File: config.mk
export PLATFORM = sky130hd
export DESIGN_NAME = mem_wb_stage_flat
export DESIGN_NICKNAME = d
export VERILOG_FILES = /design/src/rtl/mem_wb_stage_pkg.sv /design/src/rtl/mem_wb_stage_if.sv /design/src/rtl/mem_wb_stage_wait_watchdog.sv /design/src/rtl/mem_wb_stage.sv /design/src/flat_wrapper.sv
export SDC_FILE = /design/constraint.sdc
export NUM_CORES = 1
export LEC_CHECK = 0
export CAP_MARGIN = 20
export CORE_MARGIN = 1.5
export CORE_UTILIZATION = 28
export CTS_CLUSTER_SIZE = 16
export DETAILED_ROUTE_END_ITERATION = 12
export GPL_TIMING_DRIVEN = 0
export MAX_ROUTING_LAYER = met4
export PLACE_DENSITY = 0.63
export SLEW_MARGIN = 0
export SYNTH_ARGS = -nofsm -noshare
export SYNTH_HDL_FRONTEND = slang
export SYNTH_SLANG_ARGS = --single-unit
File: constraint.sdc
create_clock -name clk -period 3.95 [get_ports clk]
set_input_delay 0.5925 -clock clk [delete_from_list [all_inputs] [get_ports clk]]
set_output_delay 0.5925 -clock clk [all_outputs]
set_load 0.03 [all_outputs]
File: src/rtl/mem_wb_stage_pkg.sv
// Shared types for the MEM/WB pipeline boundary: decoded instruction fields,
// write-back bundle and the stage FSM states.
package mem_wb_stage_pkg;

    typedef enum logic {
        IDLE = 1'b0,
        WAIT = 1'b1
    } wb_state_t;

    typedef struct packed {
        logic        is_load;
        logic        is_store;
        logic        writes_rd;
        logic [4:0]  rd;
    } decoded_inst_t;

    typedef struct packed {
        logic        valid;
        logic        en;
        logic [4:0]  rd;
        logic [63:0] data;
    } wb_bundle_t;

    // Stores finish on write_done, every other memory op on dcache_valid.
    function automatic logic mem_done(decoded_inst_t inst, logic write_done,
                                      logic dcache_valid);
        return inst.is_store ? write_done : dcache_valid;
    endfunction

endpackage

File: src/rtl/mem_wb_stage_if.sv
// MEM-side bus of the MEM/WB stage: the instruction in MEM, its operands,
// the data-cache completion handshake and the upstream stall.
interface mem_wb_stage_if;
    import mem_wb_stage_pkg::*;

    decoded_inst_t inst;
    logic          is_bubble;
    logic [63:0]   ex_data;
    logic [63:0]   mem_ex_rdata;
    logic          dcache_en;
    logic          dcache_valid;
    logic          write_done;
    logic          mem_stall;

    modport master (
        output inst, is_bubble, ex_data, mem_ex_rdata,
        output dcache_en, dcache_valid, write_done,
        input  mem_stall
    );

    modport slave (
        input  inst, is_bubble, ex_data, mem_ex_rdata,
        input  dcache_en, dcache_valid, write_done,
        output mem_stall
    );

endinterface

File: src/rtl/mem_wb_stage_wait_watchdog.sv
// Saturating wait-cycle counter with a sticky timeout flag that stays set
// until reset, even after the counter is cleared for a new wait.
module wait_watchdog #(
    parameter int TIMEOUT_CYCLES = 1024,
    parameter int TO_WIDTH       = 16
) (
    input  logic clk,
    input  logic reset,
    input  logic clear,
    input  logic inc,
    output logic timeout
);

    localparam logic [TO_WIDTH-1:0] Limit = TO_WIDTH'(TIMEOUT_CYCLES);

    logic [TO_WIDTH-1:0] count_q, count_d;
    logic                timeout_q, timeout_d;

    always_comb begin
        count_d = count_q;
        if (clear) begin
            count_d = '0;
        end else if (inc && (count_q != Limit)) begin
            count_d = count_q + 1'b1;
        end
        timeout_d = timeout_q | (count_d == Limit);
    end

    always_ff @(posedge clk or negedge reset) begin
        if (!reset) begin
            count_q   <= '0;
            timeout_q <= 1'b0;
        end else begin
            count_q   <= count_d;
            timeout_q <= timeout_d;
        end
    end

    assign timeout = timeout_q;

endmodule

File: src/rtl/mem_wb_stage.sv
// MEM/WB boundary register: stalls upstream while a data-cache op is pending,
// then registers the register-file write and counts retired instructions.
module mem_wb_stage
    import mem_wb_stage_pkg::*;
#(
    parameter int TIMEOUT_CYCLES = 1024,
    parameter int TO_WIDTH       = 16
) (
    input  logic         clk,
    input  logic         reset,
    mem_wb_stage_if.slave mem,
    output logic         wb_valid,
    output logic         wb_en,
    output logic [4:0]   wb_rd,
    output logic [63:0]  wb_data,
    output logic [63:0]  instret,
    output logic         mem_timeout
);

    wb_state_t   state_q, state_d;
    wb_bundle_t  wb_q, wb_d;
    logic [63:0] instret_q, instret_d;

    logic memDone;
    logic memStall;
    logic wdClear;
    logic wdInc;

    assign memDone       = mem_done(mem.inst, mem.write_done, mem.dcache_valid);
    assign memStall      = mem.dcache_en && !memDone;
    assign mem.mem_stall = memStall;

    // The FSM only steers the watchdog; capture itself just follows the stall.
    always_comb begin
        state_d = state_q;
        wdClear = 1'b0;
        wdInc   = 1'b0;
        case (state_q)
            IDLE: begin
                if (memStall) begin
                    state_d = WAIT;
                    wdClear = 1'b1;
                end
            end
            WAIT: begin
                if (memStall) begin
                    wdInc = 1'b1;
                end else begin
                    state_d = IDLE;
                end
            end
            default: state_d = IDLE;
        endcase
    end

    always_comb begin
        wb_d       = wb_q;
        wb_d.valid = 1'b0;
        wb_d.en    = 1'b0;
        instret_d  = instret_q;
        if (!memStall) begin
            wb_d.valid = !mem.is_bubble;
            wb_d.en    = !mem.is_bubble && mem.inst.writes_rd &&
                         (mem.inst.rd != 5'd0) && !mem.inst.is_store;
            wb_d.rd    = mem.inst.rd;
            wb_d.data  = mem.inst.is_load ? mem.mem_ex_rdata : mem.ex_data;
            if (!mem.is_bubble) begin
                instret_d = instret_q + 64'd1;
            end
        end
    end

    always_ff @(posedge clk or negedge reset) begin
        if (!reset) begin
            state_q   <= IDLE;
            wb_q      <= '0;
            instret_q <= '0;
        end else begin
            state_q   <= state_d;
            wb_q      <= wb_d;
            instret_q <= instret_d;
        end
    end

    wait_watchdog #(
        .TIMEOUT_CYCLES (TIMEOUT_CYCLES),
        .TO_WIDTH       (TO_WIDTH)
    ) u_wait_watchdog (
        .clk     (clk),
        .reset   (reset),
        .clear   (wdClear),
        .inc     (wdInc),
        .timeout (mem_timeout)
    );

    assign wb_valid = wb_q.valid;
    assign wb_en    = wb_q.en;
    assign wb_rd    = wb_q.rd;
    assign wb_data  = wb_q.data;
    assign instret  = instret_q;

endmodule

File: src/flat_wrapper.sv
// flat-port wrapper written by rule: the top's interface ports become plain ports
module mem_wb_stage_flat import mem_wb_stage_pkg::*;
#(
    parameter int TIMEOUT_CYCLES = 1024,
    parameter int TO_WIDTH       = 16
)
  (clk, reset, wb_valid, wb_en, wb_rd, wb_data, instret, mem_timeout, mem_inst, mem_is_bubble, mem_ex_data, mem_mem_ex_rdata, mem_dcache_en, mem_dcache_valid, mem_write_done, mem_mem_stall);
  mem_wb_stage_if mem_i ();
  input  logic clk;
  input  logic reset;
  output logic wb_valid;
  output logic wb_en;
  output logic [4:0] wb_rd;
  output logic [63:0] wb_data;
  output logic [63:0] instret;
  output logic mem_timeout;
  input wire logic [$bits(mem_i.inst)-1:0] mem_inst;
  input wire logic [$bits(mem_i.is_bubble)-1:0] mem_is_bubble;
  input wire logic [$bits(mem_i.ex_data)-1:0] mem_ex_data;
  input wire logic [$bits(mem_i.mem_ex_rdata)-1:0] mem_mem_ex_rdata;
  input wire logic [$bits(mem_i.dcache_en)-1:0] mem_dcache_en;
  input wire logic [$bits(mem_i.dcache_valid)-1:0] mem_dcache_valid;
  input wire logic [$bits(mem_i.write_done)-1:0] mem_write_done;
  output wire logic [$bits(mem_i.mem_stall)-1:0] mem_mem_stall;
  assign mem_i.inst = mem_inst;
  assign mem_i.is_bubble = mem_is_bubble;
  assign mem_i.ex_data = mem_ex_data;
  assign mem_i.mem_ex_rdata = mem_mem_ex_rdata;
  assign mem_i.dcache_en = mem_dcache_en;
  assign mem_i.dcache_valid = mem_dcache_valid;
  assign mem_i.write_done = mem_write_done;
  assign mem_mem_stall = mem_i.mem_stall;
  mem_wb_stage #(.TIMEOUT_CYCLES(TIMEOUT_CYCLES), .TO_WIDTH(TO_WIDTH)) u_core (.clk(clk), .reset(reset), .mem(mem_i), .wb_valid(wb_valid), .wb_en(wb_en), .wb_rd(wb_rd), .wb_data(wb_data), .instret(instret), .mem_timeout(mem_timeout));
endmodule
==> metrics, run 1 <==
outcome completed; Rel. slew slack 44.5%; CP max FO 11; layout cells sized above 1 5.47%; Slew Limit Fails 0; min Tclk post-route 3.76 ns; setup tns final 0 ns; Cell Area, Synth 0.00718 sq mm; pwr/cell area between 400 and 500 mW/mm^2; Crit Path Class in2out; WP data required between 3 and 4 ns; Chip Height roughly 160 um; Slew @ Worst Pin ~0.83 ns; max-cap violation count 0; Synth top cells by count dfrtp_1 (153), nand2_1 (117), o21ai_0 (70), mux2i_1 (67), xnor2_1 (37); grt ovf 0; initial antenna violation count 1; Core Region 0.0252 sq mm; yosys warns 0; DRT iter0 DRCs roughly 330; count leader, synth dfrtp_1; Post-Syn Area per Cell about 10 sq um; filler instances approximately 2500; Avg WL per Cell roughly 17 um; main flop type after synthesis dfrtp_1; Worst-path clk slew around 0.070 ns; cts bufs inserted 17; CTS max path bufs 2; Final ANT Viol Nets 0; clock skew slightly below 0.008 ns; peak supply drop around 240 uV; Die ar. 0.0266 sq mm; Yosys top cell by area dfrtp_1; CP endpoint kind output pin; P&R area growth vs syn 53.4%; Final #Nets around 1100; Fin. Hold Viols 0; CTS sink cnt 153; row count 58; GRT Total Usage roughly 18%; post-synth top area share between 50% and 60%; Final Power roughly 0.0045 W; Async SR Flop Fraction between 90% and 100%; Skew-Pair Late Insertion Delay approximately 0.42 ns; CP Data Arrival Time approximately 3.2 ns; Net Count, Synth approximately 840; post-synthesis sequential area ratio 53.3%; gate count of the mapped netlist a little under 700; final setup violation count 0; first-pass GRT wire length between 30 and 40 mm; clock tree root driver cell clkbuf_16; Hold WC Path Type in2async; dpl hpwl approximately 18 mm; RSZ-0062 raised after global routing false; port buffer count ~280; vias per cell ~4.7; DR pass1 iterations 4; Leakage approximately 4.7 nW; number of global-route vias before repair 6305; GPL Wtd Cong 0.840; Netlist cell types 50; Post-synth EDFFs 0; cts hold-fix bufs 0; largest cells by area after synthesis dfrtp_1 (53%), mux2i_1 (9.3%), nand2_1 (6.1%), o21ai_0 (4.9%), xnor2_1 (4.5%); Vias ~6300; Initial Util 28.5%; number of remaining DRC errors 0; Die W between 150 and 200 um; I/O pins between 200 and 300; largest net degree at the start of global routing 82; final wirelength 22.4 mm; CP Launch Type input port; FMAX ~0.27 GHz; CTS tree built; post-synthesis register bit count roughly 150; Final Cycle Share between 90% and 100%; H-tree depth 4
-- what timing repair did --
action | CTS | global route
setup buffers | 0 | 2
endpoints found under the setup margin | 1 | 1
gates resized for setup | 2 | 0
-- placed cells by master, fill, tap and decap left out, drive strengths merged, types with 4 or more instances in the layout --
cell type      count
and2               4
and3               9
and4               5
buf               13
clkbuf            39
clkdlybuf4s50    276
dfrtp            153
inv               25
mux2i             67
nand2            117
nand3             22
nand4             21
nor2              29
nor3              23
nor4               8
o21ai             70
or3                5
or4                8
xnor2             37
xor2              27
-- metrics by stage --
stage / cell area [sq um] / instances / worst slack (ns) / utilization, % / hold slack, ns
after floorplan: 7180 / 694 / 1.22 / - / 0.297
after global placement: 10400 / 1301 / -4.15 / 41.2 / 0.453
after detailed placement: 10400 / 1303 / -0.700 / 41.3 / 0.455
after CTS: 11000 / 1334 / 0.0246 / 43.7 / 0.130
after global routing: 11000 / 1337 / 0.0988 / 43.7 / 0.152
final: 11000 / 1338 / 0.191 / 43.7 / 0.113
-- worst max-delay path: stages --
cell             delay [ns]
clkdlybuf4s50_1        0.52
mux2i_1                0.38
nand2_1                0.32
clkinvlp_4             0.25
clkbuf_2               0.33
clkdlybuf4s50_1        0.76
-- cell type report --
type                       count  area (sq um)  area share (%)
inverter                      18          71.3           0.647
timing repair buffer         281          2830            25.6
multi-input combinational    493          3150            28.6
clock buffer                  18           439            3.99
tap                          330           413            3.75
clock inverter                14           153            1.39
buffer                        29           128            1.16
antenna                        2          5.00          0.0454
sequential                   153          3830            34.8
-- where the power goes --
part           switching, W  internal, W
clock              0.000733     0.000912
combinational      0.000546     0.000452
sequential         0.000132      0.00170
-- layer usage --
layer,vias up,track usage [%],share of wire (%)
li1,3036,-,-
met1,2995,21.7,42
met2,210,30.0,50
met3,22,4.06,5.6
met4,0,4.80,1.7
met5,-,-,0
-- path summary, 6_finish.rpt --
path	startpoint	to	slack [ns]	depth (start not counted)
min	reset	u_core.instret[53]$_DFFE_PN0P_	0.11	1
max in group asynchronous	reset	u_core.wb_data[40]$_DFFE_PN0P_	3.04	2
min reg2reg	u_core.wb_rd[4]$_DFFE_PN0P_	u_core.wb_rd[4]$_DFFE_PN0P_	0.46	2
max reg2reg	u_core.instret[17]$_DFFE_PN0P_	u_core.instret[62]$_DFFE_PN0P_	1.06	6
min in group clk	u_core.wb_rd[4]$_DFFE_PN0P_	u_core.wb_rd[4]$_DFFE_PN0P_	0.46	2
max	mem_inst[6]	mem_mem_stall	0.19	6
-- flip-flops by register name, indices dropped and copies added (netlist names) --
signal                          cells
u_core.u_wait_watchdog.timeout      1
u_core.u_wait_watchdog.count_q     16
u_core.wb_en                        1
u_core.wb_rd                        5
u_core.state_q                      1
u_core.wb_data                     64
u_core.wb_valid                     1
u_core.instret                     64
-- cells by family (layout without fill, tap and decap cells) --
| kind of cell | Yosys count | count (layout) | share of synthesized area (%) |
|---|---|---|---|
| fa+ha+maj | 3 | 3 | 0.523 |
| compound gates | 95 | 95 | 7.89 |
| xor+xnor | 64 | 64 | 7.81 |
| flops | 153 | 153 | 53.3 |
| simple gates | 261 | 261 | 17.9 |
| other cells | 0 | 2 | 0 |
| mux | 70 | 70 | 9.81 |
| buf+inv | 48 | 360 | 2.75 |
Power figures use the tool's default switching activity.
==> run 2, diff against run 1 <==
Settings changed: CTS_CLUSTER_DIAMETER set to 50.
==> results of run 2 <==
The final DEF is identical to that of run 1; final timing and power are the same.
